[src/rtl/line_raster.sv]
// All-octant Bresenham line rasterizer: one endpoint pair in, one pixel per cycle out.
// Optional clipping to SCREEN_W x SCREEN_H is enabled by defining LINE_RASTER_CLIP_EN.
module line_raster #(
    parameter int COORD_W  = 16,
    parameter int SCREEN_W = 640,
    parameter int SCREEN_H = 480
) (
    input  logic                      clk,
    input  logic                      n_rst,
    input  logic                      start_valid,
    output logic                      start_ready,
    input  logic signed [COORD_W-1:0] p_x,
    input  logic signed [COORD_W-1:0] p_y,
    input  logic signed [COORD_W-1:0] q_x,
    input  logic signed [COORD_W-1:0] q_y,
    output logic                      pix_valid,
    input  logic                      pix_ready,
    output logic signed [COORD_W-1:0] pix_x,
    output logic signed [COORD_W-1:0] pix_y,
    output logic                      pix_last,
    output logic                      busy,
    output logic                      done
);

    localparam int EW = COORD_W + 2;

    typedef enum logic [1:0] {S_IDLE, S_SETUP, S_EMIT, S_DONE} state_t;

    state_t                    r_state, w_state_nxt;
    logic signed [COORD_W-1:0] r_px, r_py, r_qx, r_qy;
    logic signed [COORD_W-1:0] r_x, r_y;
    logic signed [EW-1:0]      r_dx, r_dy, r_err;
    logic                      r_sx_neg, r_sy_neg;

    logic signed [EW-1:0]      w_diff_x, w_diff_y, w_abs_x, w_neg_abs_y;
    logic signed [EW-1:0]      w_e2, w_err_nxt;
    logic signed [COORD_W-1:0] w_x_step, w_y_step;
    logic                      w_step_x, w_step_y, w_last, w_on_screen, w_adv;

    // Deltas are formed two bits wider so |q-p| of any COORD_W endpoints fits.
    assign w_diff_x    = {{2{r_qx[COORD_W-1]}}, r_qx} - {{2{r_px[COORD_W-1]}}, r_px};
    assign w_diff_y    = {{2{r_qy[COORD_W-1]}}, r_qy} - {{2{r_py[COORD_W-1]}}, r_py};
    assign w_abs_x     = w_diff_x[EW-1] ? -w_diff_x : w_diff_x;
    assign w_neg_abs_y = w_diff_y[EW-1] ? w_diff_y : -w_diff_y;

    assign w_e2      = {r_err[EW-2:0], 1'b0};
    assign w_step_x  = (w_e2 >= r_dy);
    assign w_step_y  = (w_e2 <= r_dx);
    assign w_err_nxt = r_err + (w_step_x ? r_dy : {EW{1'b0}}) + (w_step_y ? r_dx : {EW{1'b0}});
    assign w_x_step  = r_sx_neg ? {COORD_W{1'b1}} : COORD_W'(1);
    assign w_y_step  = r_sy_neg ? {COORD_W{1'b1}} : COORD_W'(1);
    assign w_last    = (r_x == r_qx) && (r_y == r_qy);

`ifdef LINE_RASTER_CLIP_EN
    localparam logic signed [COORD_W-1:0] SCR_W = COORD_W'(SCREEN_W);
    localparam logic signed [COORD_W-1:0] SCR_H = COORD_W'(SCREEN_H);
    assign w_on_screen = !r_x[COORD_W-1] && (r_x < SCR_W) &&
                         !r_y[COORD_W-1] && (r_y < SCR_H);
`else
    assign w_on_screen = 1'b1;
`endif

    // Off-screen pixels advance without waiting for downstream.
    assign w_adv = (r_state == S_EMIT) && (!w_on_screen || pix_ready);

    assign start_ready = (r_state == S_IDLE);
    assign busy        = (r_state != S_IDLE);
    assign done        = (r_state == S_DONE);
    assign pix_valid   = (r_state == S_EMIT) && w_on_screen;
    assign pix_last    = pix_valid && w_last;
    assign pix_x       = r_x;
    assign pix_y       = r_y;

    always_comb begin
        // NOTE: default assigned first so no path leaves w_state_nxt unassigned (no latch).
        w_state_nxt = r_state;
        unique case (r_state)
            S_IDLE:  if (start_valid) w_state_nxt = S_SETUP;
            S_SETUP: w_state_nxt = S_EMIT;
            S_EMIT:  if (w_adv && w_last) w_state_nxt = S_DONE;
            S_DONE:  w_state_nxt = S_IDLE;
            default: w_state_nxt = S_IDLE;
        endcase
    end

    // NOTE: sequential state uses non-blocking assignments so every register samples pre-edge values.
    always_ff @(posedge clk or negedge n_rst) begin
        if (!n_rst) begin
            r_state  <= S_IDLE;
            r_px     <= '0;
            r_py     <= '0;
            r_qx     <= '0;
            r_qy     <= '0;
            r_x      <= '0;
            r_y      <= '0;
            r_dx     <= '0;
            r_dy     <= '0;
            r_err    <= '0;
            r_sx_neg <= 1'b0;
            r_sy_neg <= 1'b0;
        end else begin
            r_state <= w_state_nxt;
            unique case (r_state)
                S_IDLE: if (start_valid) begin
                    r_px <= p_x;
                    r_py <= p_y;
                    r_qx <= q_x;
                    r_qy <= q_y;
                end
                S_SETUP: begin
                    r_dx     <= w_abs_x;
                    r_dy     <= w_neg_abs_y;
                    r_err    <= w_abs_x + w_neg_abs_y;
                    r_sx_neg <= w_diff_x[EW-1];
                    r_sy_neg <= w_diff_y[EW-1];
                    r_x      <= r_px;
                    r_y      <= r_py;
                end
                S_EMIT: if (w_adv && !w_last) begin
                    r_err <= w_err_nxt;
                    if (w_step_x) r_x <= r_x + w_x_step;
                    if (w_step_y) r_y <= r_y + w_y_step;
                end
                default: ;
            endcase
        end
    end

endmodule
[config.mk]
export PLATFORM = sky130hd
export DESIGN_NAME = line_raster
export DESIGN_NICKNAME = d
export VERILOG_FILES = /design/src/rtl/line_raster.sv
export SDC_FILE = /design/constraint.sdc
export NUM_CORES = 1
export LEC_CHECK = 0
export ABC_AREA = 1
export CAP_MARGIN = 20
export CELL_PAD_IN_SITES_DETAIL_PLACEMENT = 1
export CELL_PAD_IN_SITES_GLOBAL_PLACEMENT = 1
export CORE_ASPECT_RATIO = 1.75
export CORE_MARGIN = 3
export CORE_UTILIZATION = 44
export CTS_BUF_LIST = sky130_fd_sc_hd__clkbuf_16
export DETAILED_ROUTE_END_ITERATION = 16
export PLACE_DENSITY_LB_ADDON = 0.1
export SLEW_MARGIN = 20
export SYNTH_ARGS = -nofsm -noshare
export SYNTH_HDL_FRONTEND = slang
export SYNTH_SLANG_ARGS = --single-unit
[constraint.sdc]
create_clock -name clk -period 5.2 [get_ports clk]
set_input_delay 0.78 -clock clk [delete_from_list [all_inputs] [get_ports clk]]
set_output_delay 0.78 -clock clk [all_outputs]
set_load 0.02 [all_outputs]
==> results.ini <==
[drt]
totalWireLength_mm = 45.37
ant_nets = 0
post_drt_via_cell_ratio = 5.428
drt-initial-drc-count = 535
wire_per_inst_um = 18.90
vias = 13030
first_pass_iters = 5
drcViolationCount = 0

[critical_path]
cp_common_cell = nand3_1
critPathLaunchType = flop
cp_data_required_time_ps = 5540
crit_family = simple AND/OR/NAND/NOR gates
worst-r2r-cell-count = 28
critPathKind = reg2reg
end_kind = flop
cp_max_fo = 7
r2r_start = r_qx[0]$_DFFE_PN0P_
r2r-end = r_err[16]$_DFFE_PN0P_
ff2ff_setup_slack_ps = 280
crit_buf_inv = 4
slowest_delay_ps = 520
arrival_ps = 5260
crit_slowest_cell = xnor2_1

[floorplanning]
start_util = 0.4491
core_region_area_mm2 = 0.03016
rows = 84
die_h_um = 238.1
die_area_mm2 = 0.03302
fp.dieW_um = 138.6
io_pins = 105

[timing]
slew_violations = 0
fmax_ghz = 0.2032
layout_min_cycle_time_ps = 4922
worstMarginPinSlew_ps = 953.0
hold_viol = 0
min_period_over_period = 0.9466
slew_headroom = 0.3647
setup_violations = 0
skew_ps = 12.07
rsz0062_at_grt = no
fin_setup_tns_ps = 0

[clocking]
h-tree-depth = 4
numCtsBuffers = 17
cts.path.max_buffers = 2
clk_latency_ps = 450
clk_pin_slew_worst_paths_ps = 70
cts.sinks = 153
clockRootBuffer = clkbuf_16
cts_tree = yes

[run]
drv_cap = 0

[global_route]
grtUsageTotal = 0.2744
antenna_found_initial = 0
grt_pass1_wl_mm = 72.02
overflow = 0
grt_pass1_vias = 13980
grt_max_degree = 147

[finish]
num_antenna_cells = 0
syn2layout_area_growth_pct = 15.34
regArea_mm2 = 0.003829
multi_input_area_mm2 = 0.008473
drive_gt1_frac = 0.05660
fin_nets = 2224
nFillCells = 3851

[synthesis]
synthesis.nets = 2128
synth_seq_area_share = 0.2826
synth_edf_count = 0
synth_seq_cells = 153
async_reset_ff_frac = 1.000
synthDistinctLibCells = 49
yosys_most_used_dff = dfrtp_1
synth_area_mm2 = 0.01355
synthCells = 1907
synth_warnings = 0
syn_area_per_cell_um2 = 7.104

[placed_design]
io_buffers = 104
place_congestion = 0.9007
hpwl_mm = 36.71

[outcome]
status = finished clean

[worst_hold_path]
hold_path_class = in2async

==> state kept, by name (all words and copies together) (netlist names) <==
name and count:
pix_x 16, r_py 16, r_dx 18, r_state 2, r_dy 18, r_sx_neg 1
r_qx 16, r_qy 16, pix_y 16, r_err 17, r_sy_neg 1, r_px 16
==> cell usage after synthesis, types with 4 or more instances <==
| library cell | number | area share |
|---|---|---|
| nand2_1 | 483 | 0.13 |
| inv_1 | 285 | 0.079 |
| a21oi_1 | 164 | 0.061 |
| nor2_1 | 161 | 0.045 |
| dfrtp_1 | 153 | 0.28 |
| ha_1 | 131 | 0.12 |
| o21ai_0 | 105 | 0.039 |
| nand3_1 | 85 | 0.031 |
| xor2_1 | 53 | 0.034 |
| xnor2_1 | 37 | 0.024 |
| clkbuf_1 | 30 | 0.0083 |
| mux2_2 | 29 | 0.024 |
| fa_1 | 22 | 0.033 |
| nand4_1 | 21 | 0.0097 |
| a31oi_1 | 16 | 0.0074 |
| nor3_1 | 14 | 0.0052 |
| o21ai_1 | 12 | 0.0044 |
| o211ai_1 | 11 | 0.0061 |
| buf_2 | 8 | 0.0030 |
| a21o_1 | 7 | 0.0039 |
| nand2_2 | 7 | 0.0032 |
| o21a_1 | 6 | 0.0033 |
| or2_2 | 6 | 0.0028 |
| and2_1 | 5 | 0.0023 |
| nand3_2 | 5 | 0.0037 |
| nand3b_1 | 5 | 0.0028 |
| a21boi_0 | 4 | 0.0022 |
| inv_2 | 4 | 0.0011 |
| nor4_1 | 4 | 0.0018 |
==> cell type report <==
cell class,count,area share
clock inverters,13,0.009929
clock buffers,17,0.02722
well taps,387,0.03099
multi-input cells,1422,0.5422
inverters,291,0.07038
flip-flops and latches,153,0.2450
repair buffers,118,0.07423
==> worst max path at each step <==
stage	start	to	cells past startpoint
floorplan	r_qy[0]$_DFFE_PN0P_	r_err[16]$_DFFE_PN0P_	30
global placement	r_qx[0]$_DFFE_PN0P_	r_err[16]$_DFFE_PN0P_	28
detailed placement	r_qx[0]$_DFFE_PN0P_	r_err[16]$_DFFE_PN0P_	28
CTS	r_qx[0]$_DFFE_PN0P_	r_err[16]$_DFFE_PN0P_	28
global route	r_qy[0]$_DFFE_PN0P_	r_err[16]$_DFFE_PN0P_	28
finish	r_qx[0]$_DFFE_PN0P_	r_err[16]$_DFFE_PN0P_	28
==> logic make-up (layout without fill, tap and decap cells) <==
logic type / after synthesis / after routing / share of synthesized area
buf+inv: 332 / 439 / 0.09300
simple gates: 804 / 804 / 0.2464
flops: 153 / 153 / 0.2826
fa+ha+maj: 153 / 153 / 0.1535
compound gates: 341 / 341 / 0.1362
xor+xnor: 95 / 95 / 0.06419
mux: 29 / 29 / 0.02410
==> placed cells by master (no fill, tap or decap), drive strengths merged, types with 21 or more instances in the layout <==
master,n
nand2,490
inv,291
nor2,165
a21oi,164
dfrtp,153
ha,131
o21ai,119
clkdlybuf4s50,103
nand3,90
xor2,55
xnor2,40
mux2,29
fa,22
nand4,21
==> routing by layer <==
layer	wire length, um	up-vias	share of wire	global-route usage
met4	2493	0	0.055	0.1430
met2	24670	219	0.54	0.5307
met3	918	108	0.020	0.03008
li1	-	6352	-	-
met1	17290	6353	0.38	0.2896
met5	0	-	0	0
==> worst reg2reg max path: cells and delay by family (launching register included) <==
family / cells / cell delay, ps
AO/OA/AOI/OAI: 3 / 730
XOR/XNOR: 1 / 520
adder cells (fa/ha/maj): 3 / 980
buffers and inverters: 4 / 430
flip-flops: 1 / 390
AND/OR/NAND/NOR: 17 / 1770
==> through the flow <==
step | hold slack [ps] | utilization | cell area [um2] | setup WS (ps) | instances
after floorplan | 448.8 | - | 13550 | 1421 | 1907
after global placement | 468.5 | 0.4977 | 15010 | 272.9 | 2368
after detailed placement | 473.1 | 0.4977 | 15010 | 173.9 | 2368
after CTS | 98.69 | 0.5169 | 15590 | 162.4 | 2398
after global routing | 101.5 | 0.5180 | 15630 | 3.517 | 2401
final | 110.7 | 0.5180 | 15630 | 277.9 | 2401
==> timing repair <==
item	in CTS	in global routing
buffers inserted	0	3
hold endpoints to repair	0	0
hold buffers	0	0
endpoints found under the setup margin	0	7
resized for setup	0	3
Power is not shown: default switching activity piles up to over one toggle a cycle in this logic, so the estimate is an artifact.
==> patch 1 (same settings) <==
Change the parameter `COORD_W` from 16 to 32.
--- a/src/rtl/line_raster.sv
+++ b/src/rtl/line_raster.sv
@@ -1,7 +1,7 @@
 // All-octant Bresenham line rasterizer: one endpoint pair in, one pixel per cycle out.
 // Optional clipping to SCREEN_W x SCREEN_H is enabled by defining LINE_RASTER_CLIP_EN.
 module line_raster #(
-    parameter int COORD_W  = 16,
+    parameter int COORD_W  = 32,
     parameter int SCREEN_W = 640,
     parameter int SCREEN_H = 480
 ) (
Interface: changed (6 resized); port bits go from 105 to 201. The function was not compared with the original's and may differ.
==> patch 1 against the unedited design <==
- the run now ends with negative setup slack left
- first-iteration DRC count up 140%
- design area up 130%
- utilization up 6.6 points
- sequential share of layout area down 3.5 points
- clock skew up 0.010 ns
- sequential cell count up 144
- setup slack worse by 0.47 ns
- routed wire length up 150%
- area after synthesis up 100%
- critical endpoint is now r_err[28]$_DFFE_PN0P_
Power is left out: the tool's default activity adds up to more than one toggle a clock period on the data nets, which glitch-free logic cannot reach.
==> patch 1: results (changes against the unedited design) <==
| Metric | Value |
|---|---|
| Setup ws final | `-0.190 ns (-0.468 ns)` |
| Setup violations, final | `13 (+13)` |
| Placed cells | `5092 (+120%)` |
| GP Congestion | `0.936 (+3.9%)` |
| Pin count of the biggest net entering global routing | `107 (-27%)` |
| Initial detailed-routing violation count | `1289 (+140%)` |
| Met1 Use GR | `34.7% (+5.8 points)` |
| CTS Buffer Depth | `3 (+1)` |
| Failing checks | `negative setup slack` |
| Biggest regs | `r_dx: 34 flops, r_dy: 34 flops, r_err: 33 flops` |
| Slowest CP cell | `fa_1` |
| Met2 Wirelength | `57400 um (+130%)` |
| Worst Clk Skew | `0.0221 ns (+0.0101 ns)` |
| Reg-to-reg endpoint | `r_err[28]$_DFFE_PN0P_` |
| CTS Buf Count | `36 (+19)` |
| Worst Hold Margin | `0.289 ns (+0.179 ns)` |
| Launching point of the worst reg2reg path | `r_err[24]$_DFFE_PN0P_` |
| HPWL after detailed placement | `85800 um (+130%)` |
| Clock Latency Late Sink | `0.55 ns (+0.10 ns)` |
| Syn Nets | `4190 (+97%)` |
| Crit Path Max Fanout | `4 (-3)` |
| Total number of vias | `29200 (+120%)` |
| Reg2reg setup slack | `-0.19 ns (-0.47 ns)` |
| Share of layout cells above drive strength 1 | `19.9% (+14 points)` |
| Sequential area share after synthesis | `27.4% (-0.90 points)` |
| CP max stage delay | `0.61 ns (+0.09 ns)` |
| Met3 wire len | `4050 um (+340%)` |
| Layout Nets | `4810 (+120%)` |
| Worst path top cell family by delay | `compound AO/OA/AOI/OAI gates` |
| IO buf count | `200 (+92%)` |
| Worst slew pin tran | `0.948 ns (-0.00490 ns)` |
| Arr. time, crit path | `5.82 ns (+0.56 ns)` |
| Vias in the first global route | `31900 (+130%)` |
| Status | `finished with violations` |
| Top cells by area, synth | `dfrtp_1 27%, ha_1 12%, nand2_1 11%` |
| Placed cell areas | `0.0331 mm^2 (+120%)` |
| # fillers | `7624 (+98%)` |
| Htree depth | `2 (-2)` |
| Global-route usage over all layers | `32.8% (+5.4 points)` |
==> patch 1: area by class of cell <==
type	instances	area (um^2)	area share [%]
clock buffers	37	926	2.62
multi-input cells	2893	18300	51.9
inverters	483	1830	5.16
clock inverters	23	214	0.605
repair buffers	670	5640	15.9
flip-flops and latches	297	7430	21.0
well taps	786	983	2.78
==> patch 1: logic make-up (layout without fill, tap and decap cells) <==
group | Yosys count | count (layout) | share of synthesized area, %
compound gates | 821 | 821 | 16.6
buf+inv | 571 | 1213 | 8.09
fa+ha+maj | 297 | 297 | 14.7
mux | 60 | 60 | 2.48
xor+xnor | 198 | 198 | 6.66
flops | 297 | 297 | 27.4
simple gates | 1517 | 1517 | 24.1
==> patch 1: what timing repair did <==
action | 4_1_cts | 5_1_grt
setup endpoints to repair | 21 | 20
gates resized for setup | 93 | 114
pin swaps | 45 | 75
setup buffers | 16 | 23
==> patch 2 (config.mk and constraints unchanged) <==
Made on the original files. Make the reset (`n_rst`) synchronous in one clocked block.
--- a/src/rtl/line_raster.sv
+++ b/src/rtl/line_raster.sv
@@ -84,7 +84,7 @@
     end
 
     // NOTE: sequential state uses non-blocking assignments so every register samples pre-edge values.
-    always_ff @(posedge clk or negedge n_rst) begin
+    always_ff @(posedge clk) begin
         if (!n_rst) begin
             r_state  <= S_IDLE;
             r_px     <= '0;
Formal check against the unedited RTL: differs if n_rst is asserted again (counterexample within 4 cycles, from zero or initial values and one cycle with n_rst low); with n_rst held inactive, the same outputs for 4 cycles.
==> patch 2 against the unedited design <==
- area after synthesis fell by 3.9%
- routed wire length rose by 8.3%
- non-clock buffer count rose by 8
- critical path depth fell by 6
- sequential cell count did not move
- setup slack got worse by 0.082 ns
- design area fell by 3.6%
- utilization rose by 0.28 points
- critical path type unchanged
Power is left out: the tool's default activity adds up to more than one toggle a clock period on the data nets, which glitch-free logic cannot reach.
==> patch 2: results (changes against the unedited design) <==
| Metric | Value |
|---|---|
| Status | `finished, final reports clean` |
| # fillers | `3960 (+2.8%)` |
| Slowest CP cell | `fa_1` |
| Multiplexer share of the synthesized area | `0% (-2.4 points)` |
| Biggest regs | `r_dx: 18 flops, r_dy: 18 flops, r_err: 17 flops` |
| Sequential area share after synthesis | `23.5% (-4.7 points)` |
| Initial detailed-routing violation count | `546 (+2.1%)` |
| Vias in the first global route | `15000 (+7.3%)` |
| Arr. time, crit path | `5.35 ns (+0.09 ns)` |
| Ys async rst share | `0% (-100 points)` |
| Pin count of the biggest net entering global routing | `74 (-50%)` |
| Crit. Startpoint | `r_qx[0]$_SDFFE_PN0P_` |
| Top cells by area, synth | `dfxtp_1 24%, ha_1 13%, nand2_1 12%` |
| Top cells by count, synth | `410 x nand2_1, 289 x inv_1, 205 x nor2_1, 200 x a21oi_1, 191 x o21ai_0` |
| Slew HR | `29.7% (-6.8 points)` |
| Layout Nets | `2308 (+3.8%)` |
| Compound-Gate Fraction of Synth Area | `19.5% (+5.9 points)` |
| Global-route usage over all layers | `31.1% (+3.7 points)` |
| HPWL after detailed placement | `39500 um (+7.7%)` |
| Xor-xnor portion of the synthesized cell area | `5.60% (-0.82 points)` |
| Register area | `0.00306 mm^2 (-20%)` |
| Post-synthesis adder-cell area fraction | `16.0% (+0.62 points)` |
| Distinct cells, synth | `46 (-6.1%)` |
| GP Congestion | `0.882 (-2.1%)` |
| Global-route wire length before repair | `76600 um (+6.3%)` |
| CP Capture Point | `r_err[13]$_SDFFE_PN0P_` |
| Reg2reg setup slack | `0.20 ns (-0.08 ns)` |
| Routed vias/inst | `5.58 (+2.9%)` |
| Worst r2r path cells | `22 (-21%)` |
| Crit Path Max Fanout | `5 (-2)` |
| Worst hold path type | `reg -> reg` |
| Worst Clk Skew | `0.00812 ns (-0.00394 ns)` |
-- patch 2: repair_timing --
item | in CTS | in global routing
setup buffers | 0 | 1
endpoints found under the setup margin | 0 | 5
resized for setup | 0 | 8
-- patch 2: through the flow --
stage,instances,setup slack (ns),hold WS [ns],setup TNS [ns]
after global routing,2478,-0.0358,0.478,-0.0471
after floorplan,2000,1.30,0.422,0
after detailed placement,2445,0.0635,0.446,0
after CTS,2477,0.0539,0.455,0
after global placement,2445,0.163,0.438,0
final,2478,0.195,0.460,0
-- patch 2: critical path: cells and delay by family, from the launching register on --
family | cells | cell delay, ns
compound gates | 6 | 1.26
xor+xnor | 3 | 0.94
fa+ha+maj | 3 | 1.04
buf+inv | 3 | 0.26
flops | 1 | 0.31
simple gates | 7 | 1.07
-- patch 2: area by class of cell --
| class | count | area share, % |
|---|---|---|
| clock inverter | 15 | 0.830 |
| clock buffer | 17 | 2.82 |
| tap | 378 | 3.14 |
| timing repair buffer | 126 | 7.97 |
| inverter | 297 | 7.40 |
| multi-input combinational | 1492 | 57.5 |
| sequential | 153 | 20.3 |
-- patch 2: logic make-up (layout without fill, tap and decap cells) --
family	Yosys count	in the layout
AO/OA/AOI/OAI	473	473
buffers and inverters	355	455
XOR/XNOR	79	79
adder cells (fa/ha/maj)	153	153
flip-flops	153	153
AND/OR/NAND/NOR	787	787
-- patch 2: layer usage --
metal | global-route usage (%) | wire, um | share of wire [%]
met5 | 0 | 0 | 0
met4 | 22.4 | 3660 | 7.4
met3 | 3.51 | 1320 | 2.7
met2 | 58.6 | 26100 | 53
met1 | 30.8 | 18100 | 37
